**src/rtl/timer_pkg.sv**
```systemverilog
// timer_pkg
// Shared definitions for the bus timer peripheral and its bus decoder:
//   - default base address of the register window
//   - register word offsets (byte offset >> 2; addr[1:0] is ignored)
//   - TCON bit positions and register reset values
//   - helper to assemble the TCON read word
package timer_pkg;

  // Default word-aligned base of the 6-word register window.
  localparam logic [31:0] DEFAULT_BASE_ADDR = 32'h4000_0000;

  // Word offsets inside the window (compared against addr[4:2]).
  localparam logic [2:0] OFF_TH      = 3'd0;  // 0x00
  localparam logic [2:0] OFF_TL      = 3'd1;  // 0x04
  localparam logic [2:0] OFF_TCON    = 3'd2;  // 0x08
  localparam logic [2:0] OFF_SYSTICK = 3'd5;  // 0x14
  localparam logic [2:0] OFF_LAST    = 3'd5;  // highest word that still hits

  // TCON bit indices.
  localparam int TCON_EN = 0;
  localparam int TCON_IE = 1;
  localparam int TCON_IF = 2;

  // Reset values.
  localparam logic [31:0] TH_RESET      = 32'h0000_0000;
  localparam logic [31:0] TL_RESET      = 32'h0000_0000;
  localparam logic [31:0] SYSTICK_RESET = 32'h0000_0000;
  localparam logic        TCON_RESET    = 1'b0;

  // TCON read word: bits[31:3] always read as zero.
  function automatic logic [31:0] tcon_word(input logic en, input logic ie, input logic iflag);
    tcon_word = {29'd0, iflag, ie, en};
  endfunction

endpackage

```
**src/rtl/timer_prescaler.sv**
```systemverilog
// timer_prescaler
// Divides clk by PRESCALE while enabled and emits a one-cycle tick at the
// end of every period.
//   clk   : system clock, rising edge
//   reset : asynchronous active-high reset
//   en    : timer enable; while low the count is parked at 0
//   tick  : high on the last cycle of each period (only while en=1)
module timer_prescaler #(
  parameter int unsigned PRESCALE = 1
) (
  input  logic clk,
  input  logic reset,
  input  logic en,
  output logic tick
);

  localparam logic [15:0] LAST = 16'(PRESCALE - 1);

  logic [15:0] r_count;

  // Period counter: parks at 0 while disabled so a re-enable starts a full period.
  always_ff @(posedge clk or posedge reset) begin
    if (reset) begin
      r_count <= 16'd0;
    end else if (!en) begin
      r_count <= 16'd0;
    end else if (r_count == LAST) begin
      r_count <= 16'd0;
    end else begin
      r_count <= r_count + 16'd1;
    end
  end

  // Gated by en so PRESCALE=1 (count stuck at 0) does not tick while stopped.
  assign tick = en && (r_count == LAST);

endmodule

```
**src/rtl/bus_timer_responder.sv**
```systemverilog
// bus_timer_responder
// Memory-mapped timer on the CPU data bus (MEM stage load/store traffic).
// Registers: TH (reload), TL (counter), TCON (EN/IE/IF), SYSTICK (free-running).
//   clk        : system clock, rising edge
//   reset      : asynchronous active-high reset
//   addr       : byte address from EX/MEM ALU result
//   Mem_rd     : load strobe
//   Mem_wr     : store strobe
//   Write_data : store data
//   Read_data  : load data, combinational, 0 unless Mem_rd && hit
//   hit        : addr lies in the 6-word window (independent of strobes)
//   irq        : level interrupt request, IE & IF
module bus_timer_responder
  import timer_pkg::*;
#(
  parameter logic [31:0] BASE_ADDR = DEFAULT_BASE_ADDR,
  parameter int unsigned PRESCALE  = 1
) (
  input  logic        clk,
  input  logic        reset,
  input  logic [31:0] addr,
  input  logic        Mem_rd,
  input  logic        Mem_wr,
  input  logic [31:0] Write_data,
  output logic [31:0] Read_data,
  output logic        hit,
  output logic        irq
);

  logic [31:0] r_th;
  logic [31:0] r_tl;
  logic        r_en;
  logic        r_ie;
  logic        r_if;
  logic [31:0] r_systick;

  logic [2:0]  w_idx;
  logic        w_hit;
  logic        w_tick;
  logic        w_wr_th;
  logic        w_wr_tl;
  logic        w_wr_tcon;
  logic        w_tl_max;
  logic        w_set_if;
  logic [31:0] w_rdata;
  logic        w_unused_addr_lsbs;

  assign w_idx = addr[4:2];
  assign w_hit = (addr[31:5] == BASE_ADDR[31:5]) && (w_idx <= OFF_LAST);
  assign hit   = w_hit;

  // Byte lane bits are don't-care for this word-only peripheral.
  assign w_unused_addr_lsbs = ^addr[1:0];

  assign w_wr_th   = Mem_wr && w_hit && (w_idx == OFF_TH);
  assign w_wr_tl   = Mem_wr && w_hit && (w_idx == OFF_TL);
  assign w_wr_tcon = Mem_wr && w_hit && (w_idx == OFF_TCON);

  timer_prescaler #(
    .PRESCALE(PRESCALE)
  ) u_prescaler (
    .clk  (clk),
    .reset(reset),
    .en   (r_en),
    .tick (w_tick)
  );

  assign w_tl_max = (r_tl == 32'hFFFF_FFFF);
  // A TL store on the overflow edge cancels the overflow entirely, IF included.
  assign w_set_if = w_tick && w_tl_max && r_ie && !w_wr_tl;

  // Combinational read mux; registers still hold pre-write values this cycle.
  always_comb begin
    w_rdata = 32'd0;
    if (Mem_rd && w_hit) begin
      case (w_idx)
        OFF_TH:      w_rdata = r_th;
        OFF_TL:      w_rdata = r_tl;
        OFF_TCON:    w_rdata = tcon_word(r_en, r_ie, r_if);
        OFF_SYSTICK: w_rdata = r_systick;
        default:     w_rdata = 32'd0;
      endcase
    end else begin
      w_rdata = 32'd0;
    end
  end

  assign Read_data = w_rdata;

  // Reload register.
  always_ff @(posedge clk or posedge reset) begin
    if (reset) begin
      r_th <= TH_RESET;
    end else if (w_wr_th) begin
      r_th <= Write_data;
    end
  end

  // Counter: a store beats the tick; overflow reloads from the current (old) TH.
  always_ff @(posedge clk or posedge reset) begin
    if (reset) begin
      r_tl <= TL_RESET;
    end else if (w_wr_tl) begin
      r_tl <= Write_data;
    end else if (w_tick) begin
      if (w_tl_max) begin
        r_tl <= r_th;
      end else begin
        r_tl <= r_tl + 32'd1;
      end
    end
  end

  // Control bits: EN/IE written directly; a tick in flight uses the old EN.
  always_ff @(posedge clk or posedge reset) begin
    if (reset) begin
      r_en <= TCON_RESET;
      r_ie <= TCON_RESET;
    end else if (w_wr_tcon) begin
      r_en <= Write_data[TCON_EN];
      r_ie <= Write_data[TCON_IE];
    end
  end

  // Overflow flag: write-1-to-clear, but a simultaneous set wins.
  always_ff @(posedge clk or posedge reset) begin
    if (reset) begin
      r_if <= TCON_RESET;
    end else if (w_set_if) begin
      r_if <= 1'b1;
    end else if (w_wr_tcon && Write_data[TCON_IF]) begin
      r_if <= 1'b0;
    end
  end

  // Free-running tick counter, wraps naturally.
  always_ff @(posedge clk or posedge reset) begin
    if (reset) begin
      r_systick <= SYSTICK_RESET;
    end else begin
      r_systick <= r_systick + 32'd1;
    end
  end

  assign irq = r_ie && r_if;

endmodule

```
**config.mk**
```make
export PLATFORM = sky130hd
export DESIGN_NAME = bus_timer_responder
export DESIGN_NICKNAME = d
export VERILOG_FILES = /design/src/rtl/timer_pkg.sv /design/src/rtl/timer_prescaler.sv /design/src/rtl/bus_timer_responder.sv
export SDC_FILE = /design/constraint.sdc
export NUM_CORES = 1
export LEC_CHECK = 0
export ABC_AREA = 1
export ABC_CLOCK_PERIOD_IN_PS = 3580
export CORE_ASPECT_RATIO = 1.75
export CORE_MARGIN = 5
export CORE_UTILIZATION = 50
export DETAILED_ROUTE_END_ITERATION = 16
export GPL_TIMING_DRIVEN = 0
export PLACE_DENSITY = 0.83
export SYNTH_ARGS = -nofsm -noshare
export SYNTH_HDL_FRONTEND = slang
export SYNTH_SLANG_ARGS = --single-unit
export TNS_END_PERCENT = 10
```
**constraint.sdc**
```tcl
create_clock -name clk -period 3.58 [get_ports clk]
set_input_delay 0.716 -clock clk [delete_from_list [all_inputs] [get_ports clk]]
set_output_delay 0.716 -clock clk [all_outputs]
set_load 0.02 [all_outputs]
```
; ---- Yosys cells after proc, flatten, opt, wreduce, memory -nomap -nowiden
; Cells that the tools add are included.
[totals]
regBits = 115
in_bits = 68
output_inout_bits = 34
elab_cells = 42
[op_classes]
add_sub_neg = 3
magnitude_cmp = 1
eq_ne = 5
mux = 9
n_reduce_logical = 17
[ops]
columns = operator, n
row1 = $mux W32, 4
row2 = $pmux W32 S4, 1
row3 = $add A32 B1 Y32 const B, 2
row4 = $eq A32 B32 Y1 const B, 1
row5 = $mux W16, 2
row6 = $eq A27 B26 Y1 const B, 1
row7 = $add A16 B1 Y16 const B, 1
row8 = $logic_not A16 Y1, 1
row9 = $logic_and A1 B1 Y1, 12
row10 = $reduce_bool A2 Y1, 2
row11 = $eq A3 B1 Y1 const B, 1
row12 = $eq A3 B2 Y1 const B, 1
row13 = $eq A3 B3 Y1 const B, 1
row14 = $le A3 B3 Y1 const B, 1
row15 = $logic_not A3 Y1, 1
row16 = $mux W1, 2
row17 = $logic_not A1 Y1, 1

; ---- Logic depth before layout (Yosys ltp)
; Gate-level depths: netlist (run 1).
[depth]
depth_word = 7
ltp_mapped = 12

; ---- Cells and area by module
; From an unflattened synthesis (run 1), not the netlist that was laid out.
[unflattened]
cells_unflattened = 1183
hier_area_um2 = 7812.5
[by_module_without_submodules]
columns = module, instances, cells_each, area_each_um2, seq_area_each_um2
row1 = bus_timer_responder, 1, 1050, 6861.6, 2477.4
row2 = timer_prescaler, 1, 133, 950.9, 400.4

; ---- Worst setup path before layout (run 1)
; OpenSTA, ideal clock, no wires.
[synth_timing]
kind = in2out
from = input addr[12]
to = output Read_data[22]
arrival_time_ps = 2089
t_required_ps = 2864
setup_slack_ps = 775
stages = 8
path_buffers = 1
path_cell_list = nor2_1 -> nand2_1 -> nor2_1 -> nand2_1 -> nor2_4 -> o211ai_1 -> clkbuf_1 -> a31oi_1
[synth_between]
elab_chain_cells = 4
[synth_rtl]
columns = item, line
row1 = "start, declared", bus_timer_responder.sv:21  ; input logic [31:0] addr,
row2 = $eq A27 B26 Y1, bus_timer_responder.sv:49  ; assign w_hit = (addr[31:5] == BASE_ADDR[31:5]) && (w_idx <= OFF_LAST);
row3 = $logic_and A1 B1 Y1, bus_timer_responder.sv:49
row4 = named net hit, bus_timer_responder.sv:26  ; output logic hit,
row5 = $logic_and A1 B1 Y1, bus_timer_responder.sv:75  ; if (Mem_rd && w_hit) begin
row6 = $mux W32, bus_timer_responder.sv:75
row7 = "end, declared", bus_timer_responder.sv:25  ; output logic [31:0] Read_data,
; The timed path passes the listed nets, and every way through them passes these cells.

; ---- Worst setup path in the final report (run 1)
[layout_timing]
from = input addr[26]
to = output Read_data[20]
[layout_between]
elab_chain_cells = 4
[layout_rtl]
columns = item, line
row1 = $eq A27 B26 Y1, bus_timer_responder.sv:49
row2 = $logic_and A1 B1 Y1, bus_timer_responder.sv:49
row3 = $logic_and A1 B1 Y1, bus_timer_responder.sv:75
row4 = $mux W32, bus_timer_responder.sv:75
; Every way passes these cells.

==> results by group, run 1 <==
CTS
  – Deepest clock path buffer count: 2
  – Root buffer selected by CTS: clkbuf_16
  – CTS H-tree depth: 4
  – Post-CTS Hold Buffers: 0
  – CTS buffer count: 17
  – Reg clk slew, reported paths: ~60 ps
  – Clk sink count: 115
  – TritonCTS clock tree: built
  – Latest clock arrival within the worst-skew pair: 430 ps

Worst setup path
  – Reg2reg path depth: 8
  – Critical path peak fanout: 10
  – Crit. End Element: primary output
  – Required time of the critical path: between 2000 and 3000 ps
  – Critical Setup Path Class: in2out
  – R2r setup slk: 1340 ps
  – Crit start category: input pin
  – Critical R2R Capture: r_tl[31]
  – Crit. Startpoint: addr[26]
  – Crit path capture: Read_data[20]
  – Reg2reg start: r_tl[0]
  – CP arrival: 2790 ps

Layout
  – Cell area after layout: 9350 µm²
  – Area grow syn2layout: 24.5%
  – Layout cell share with drive strength beyond 1: 0.100
  – Nets: 1308
  – Fillers: 1339
  – Ant. Diodes: 0

Synthesis
  – Sequential area share after synthesis: 0.383
  – Synthesized instance count: 1114
  – Synth unique cells: 42
  – Syn Area/Cell: 6.74 µm²
  – Post-Syn Area: 7510 µm²
  – Synthesized net count: 1186
  – YS warnings: 0
  – Synth Register Bits: about 120

Floorplan
  – Die Y: around 170 µm
  – Die Width: 103 µm
  – Die Area: 17700 µm²
  – Row count: 59
  – Initial core utilization: 0.506
  – I/O pin total: 102
  – Core ar.: 14800 µm²

STA
  – Final Hold Viols: 0
  – Post-route setup slack: roughly 76 ps
  – Minimum clock period: about 3500 ps
  – Crit share post-route: 0.979
  – Min Hold Slack: 497 ps
  – F_max: 285 MHz
  – RSZ-0062 raised after global routing: yes
  – Clk_skew: 11.4 ps
  – Final setup fails: 0
  – Slew Limit Fails: 0
  – Relative slew slack: 0.518
  – Measured slew at the worst slew-check pin: 716 ps

GRT
  – Total grt overflow: 0
  – Antenna violations before repair: 0
  – Overall fraction of global-route tracks in use: 0.299
  – First-pass GRT wire length: 40000 µm
  – Vias in the first global route: a little over 8000
  – Largest net degree at the start of global routing: 40

Status
  – Outcome: finished, final reports clean

Placed design
  – Pre-CTS setup slack: -604 ps
  – Placed standard-cell area: 8790 µm²
  – Hpwl dp: roughly 20000 µm
  – Gpl congestion: 1.03
  – Port Buffers: 98

Detailed routing
  – Max layer used: met4
  – Routed wl met2: 12700 µm
  – Final WL: 25400 µm
  – WL/cell: around 18 µm
  – Vias per inst: 5.51
  – Initial DRC Count: 557
  – WL met3: 1730 µm
  – Vias: 7891
  – Drt pass-1 iters: 5
  – Met1 WL: roughly 9000 µm
  – Routed Antenna Nets: 0
  – Residual DRC: 0

Worst hold path
  – Hold Crit Depth: 2
  – Worst min path class: reg2reg

Job
  – Max-cap violations: 0

Power
  – Cell Pwr Density: approximately 330 nW/µm²
  – Static Leakage: about 4.4 nW
  – VDD IR max: 0.000259 V
  – Total power: 3.09 mW
==> cell usage after synthesis (all sizes together) <==
cell,number,area share
a21oi,2,0.0013
a221oi,1,0.0012
a22o,2,0.0023
a22oi,1,0.0010
a311oi,1,0.0012
a31oi,32,0.027
buf,21,0.019
clkbuf,14,0.0070
clkinv,4,0.0022
dfrtp,115,0.38
ha,4,0.0067
inv,96,0.048
nand2,434,0.22
nand3,108,0.073
nand3b,12,0.012
nand4,24,0.020
nor2,136,0.076
nor3,16,0.011
nor3b,2,0.0020
nor4,4,0.0033
o211ai,1,0.0010
o21a,1,0.0010
o21ai,27,0.018
o21bai,1,0.0010
or2,7,0.0058
xnor2,18,0.021
xor2,30,0.035
==> sequential cells by signal, indices dropped and copies added (netlist names) <==
| name | cells |
|---|---|
| r_systick | 32 |
| u_prescaler.r_count | 16 |
| r_ie | 1 |
| r_th | 32 |
| r_tl | 32 |
| r_en | 1 |
| r_if | 1 |
==> critical path, cell delays in order <==
cell	delay (ps)
clkdlybuf4s50_1	420
nor2_1	110
nand2_1	80
nor2_1	110
nand2_1	110
nor2_4	170
o211ai_1	110
buf_4	180
clkbuf_4	220
a31oi_1	260
clkdlybuf4s15_2	310
==> routing by layer <==
layer  vias up  global-route usage
met3       110              0.0682
li1       3808                   -
met1      3618               0.308
met5         -                   0
met4         0               0.223
met2       355               0.515
==> how the worst min path moves through the flow <==
stage | start | end
after floorplan | r_systick[0] | r_systick[0]
after global placement | r_systick[31] | r_systick[31]
after detailed placement | r_systick[31] | r_systick[31]
after CTS | r_systick[31] | r_systick[31]
after global routing | r_systick[31] | r_systick[31]
final | r_th[17] | r_th[17]
==> stage by stage <==
step | util | std cells | setup TNS (ps)
after floorplan | - | 1114 | 0
after global placement | 0.588 | 1395 | -15860
after detailed placement | 0.593 | 1398 | -16470
after CTS | 0.632 | 1431 | 0
after global routing | 0.630 | 1432 | -76.3
final | 0.630 | 1432 | 0
==> placed cells by master (no fill, tap or decap), types with 3 or more instances in the layout <==
cell type	instances
o21ai_0	13
dlygate4sd2_1	3
clkinv_2	3
ha_1	4
nand4_1	24
clkbuf_16	17
inv_1	91
xor2_1	30
inv_2	4
clkinv_1	3
clkbuf_1	4
o21ai_1	14
nor3_1	15
clkdlybuf4s15_2	10
nor2_1	125
nand2_1	427
clkbuf_2	21
clkbuf_4	3
nand2_2	5
xnor2_1	18
dfrtp_1	115
nor2_4	4
or2_2	5
nor2_2	6
buf_6	7
inv_6	5
buf_4	6
buf_2	8
clkinvlp_4	5
nand3b_1	12
a31oi_1	28
nor4_1	4
clkdlybuf4s15_1	4
nand3_1	107
clkdlybuf4s50_1	66
buf_1	3
a31oi_2	4
==> layout make-up <==
class	count	area, µm²	area share
plain buffers	35	228	0.0244
inverters	100	380	0.0407
clock buffers	17	425	0.0455
repair buffers	103	997	0.107
clock inverters	15	124	0.0132
multi-input cells	864	4090	0.437
flip-flops and latches	115	2880	0.308
well taps	183	229	0.0245
==> cells by family after synthesis <==
family                   count (synthesis)  synth area share
AO/OA/AOI/OAI                           69            0.0546
AND/OR/NAND/NOR                        743             0.423
adder cells (fa/ha/maj)                  4           0.00666
flip-flops                             115             0.383
buffers and inverters                  135            0.0763
XOR/XNOR                                48            0.0560
==> timing repair <==
item                       in CTS  in global routing
buffers inserted                1                  1
setup endpoints to repair      32                 30
resized for setup              81                 55
pin swaps                       1                  1
==> report_power, final <==
part,internal (mW),switching [mW]
clock,0.902,0.715
combinational,0.0835,0.0872
sequential,1.30,0.000000218
total,2.29,0.802
No activity file was read; power rests on OpenSTA's default activity.
==> run 2: changes to the inputs <==
- CORE_MARGIN: 5 -> unset
==> run 2 against run 1 <==
Net effect:
- critical path depth unchanged
- via count grew 2.5%
- sequential cell count did not move
- largest power group unchanged
- die area is 12% lower
- hold slack better by 2.7 ps
- the run now ends with negative setup slack left
- final cell count decreased by 0.14%
- sequential power about the same
==> results by group, run 2 (synthesis results as in run 1) <==
Layout
  – Area grow syn2layout: 24.9%
  – Ant. Diodes: 0
  – Layout cell share with drive strength beyond 1: 0.0944
  – Most frequent cells in the layout: nand2_1, nor2_1, dfrtp_1
  – Nets: 1309
  – Top flop regs: r_systick x32, r_th x32, r_tl x32
  – Commonest non-fill, non-tap cell in the layout: nand2_1

Power
  – Clock network power share: 0.544
  – Static Leakage: about 4.4 nW
  – Internal power: around 2.5 mW
  – Combinational power share: 0.053
  – Seq pwr share: 0.403
  – VDD IR max: 0.000297 V
  – Net Sw Frac: 0.238
  – Total power: 3.22 mW
  – Cell Pwr Density: roughly 340 nW/µm²
  – Net Switching: 0.768 mW

Floorplan
  – Die Width: 94.7 µm
  – I/O pin total: 102
  – Row count: between 50 and 60
  – Die Y: between 150 and 200 µm
  – Die Area: between 15000 and 20000 µm²
  – Core ar.: 14500 µm²
  – Initial core utilization: 0.518

Status
  – Failing checks: negative setup slack
  – Outcome: finished, violations left

Detailed routing
  – Initial DRC Count: roughly 630
  – Final WL: 25600 µm
  – Routed Antenna Nets: 0
  – WL/cell: 17.9 µm
  – Residual DRC: 0
  – Drt pass-1 iters: 6
  – Vias per inst: around 5.7
  – Vias: slightly above 8000

Worst setup path
  – Required time of the critical path: 2860 ps
  – Crit. End Element: primary output
  – Critical Setup Path Class: in2out
  – Levels on crit path: 11
  – CP cell instances: clkdlybuf4s50_1 -> nand2_2 -> inv_1 -> nor2_1 -> nand2_1 -> nor2_4 -> o211ai_1 -> buf_4 -> buf_2 -> a31oi_1 -> clkdlybuf4s15_1
  – Crit start category: input pin
  – Worst Path Buf+Inv: 5
  – CP max stage cell: clkdlybuf4s50_1
  – Crit. Startpoint: addr[3]
  – CP arrival: 2870 ps
  – Critical path peak fanout: 10
  – R2r setup slk: approximately 1500 ps
  – Reg2reg start: r_tl[0]
  – Reg2reg path depth: 8
  – Critical R2R Capture: r_tl[27]
  – Crit path max-delay family: buffers and inverters
  – Slowest stage delay, CP: 460 ps

CTS
  – CTS H-tree depth: 4
  – Reg clk slew, reported paths: 60 ps
  – Latest clock arrival within the worst-skew pair: between 400 and 500 ps
  – Clk sink count: 115
  – TritonCTS clock tree: built
  – Deepest clock path buffer count: 2
  – Root buffer selected by CTS: clkbuf_16
  – CTS buffer count: 17
  – Post-CTS Hold Buffers: 0

STA
  – Final Hold Viols: 0
  – Relative slew slack: 0.533
  – Measured slew at the worst slew-check pin: 701 ps
  – Setup tns final: -8.68 ps
  – Minimum clock period: between 3000 and 4000 ps
  – RSZ-0062 raised after global routing: yes
  – Post-route setup slack: -6.85 ps
  – Slew Limit Fails: 0
  – Crit share post-route: 1.00
  – Final setup fails: 2
  – F_max: 279 MHz
  – Clk_skew: 15.1 ps

Placed design
  – Gpl congestion: between 1 and 1.5
  – Hpwl dp: around 20000 µm
  – Port Buffers: 98

Job
  – Max-cap violations: 0

Worst hold path
  – HP Start: r_th[21]
  – Hold Crit Depth: 2
  – Worst min path class: reg2reg
  – Hold Path Sink: r_th[21]

GRT
  – Overall fraction of global-route tracks in use: 0.350
  – Largest net degree at the start of global routing: 37
  – Vias in the first global route: 8124
  – First-pass GRT wire length: 40400 µm
  – Total grt overflow: 0
  – Antenna violations before repair: 0
[run 2: changes by cell type in the layout (fill, tap and decap cells not counted), moves of 2 or more]
cell and change:
bufinv_16 +2, dlygate4sd2_1 +4, buf_4 +7, clkbuf_2 -11
inv_8 -2, clkdlybuf4s15_2 -9, clkinv_4 -2, clkbuf_8 +3
buf_2 +8
[run 2: per-stage QoR]
step | cells | area, µm² | worst slack, ps | utilization | hold WS, ps
final | 1430 | 9380 | -6.85 | 0.646 | 499
after global routing | 1430 | 9380 | -123 | 0.646 | 516
after CTS | 1430 | 9430 | -175 | 0.650 | 502
after detailed placement | 1395 | 8780 | -835 | 0.605 | 488
after global placement | 1392 | 8720 | -776 | 0.601 | 464
after floorplan | 1114 | 7520 | 775 | - | 444
[run 2: how the worst max path moves through the flow]
| stage | endpoint | slack (ps) |
|---|---|---|
| floorplan | Read_data[22] | 780 |
| global placement | Read_data[13] | -780 |
| detailed placement | Read_data[20] | -840 |
| CTS | Read_data[31] | -180 |
| global route | Read_data[23] | -120 |
| finish | Read_data[27] | -7 |
[run 2: cell type report]
cell class | count | area (µm²)
inverters | 100 | 380
clock buffers | 19 | 453
well taps | 180 | 225
plain buffers | 35 | 228
repair buffers | 104 | 987
multi-input cells | 864 | 4080
fillers | 1323 | 5130
clock inverters | 13 | 145
flip-flops and latches | 115 | 2880
[run 2: timing repair]
item	in CTS	in global routing
pin swaps	2	2
resized for setup	92	40
setup buffers	3	0
setup endpoints to repair	32	31
[run 2: worst reg2reg max path, cell delays in order (launching register included)]
cell     delay, ps
dfrtp_1        420
ha_1           230
nand3_1        130
nor2_1         270
nand2_1        110
nor3_1         510
nand4_1        150
nand3_1        140
nand2_1         50
[run 2: power groups by stage]
stage | logic [mW] | registers [mW] | clock network [mW]
global route | 0.186 | 1.30 | 1.81
floorplan | 0.0560 | 1.32 | 0
detailed placement | 0.168 | 1.32 | 0
finish | 0.170 | 1.30 | 1.75
global placement | 0.158 | 1.32 | 0
CTS | 0.171 | 1.30 | 1.75
[run 2: per-layer routing]
layer,global-route usage,routed length (µm)
met1,0.366,9060
met2,0.598,12900
met3,0.0593,1390
met4,0.293,2290
met5,0,0
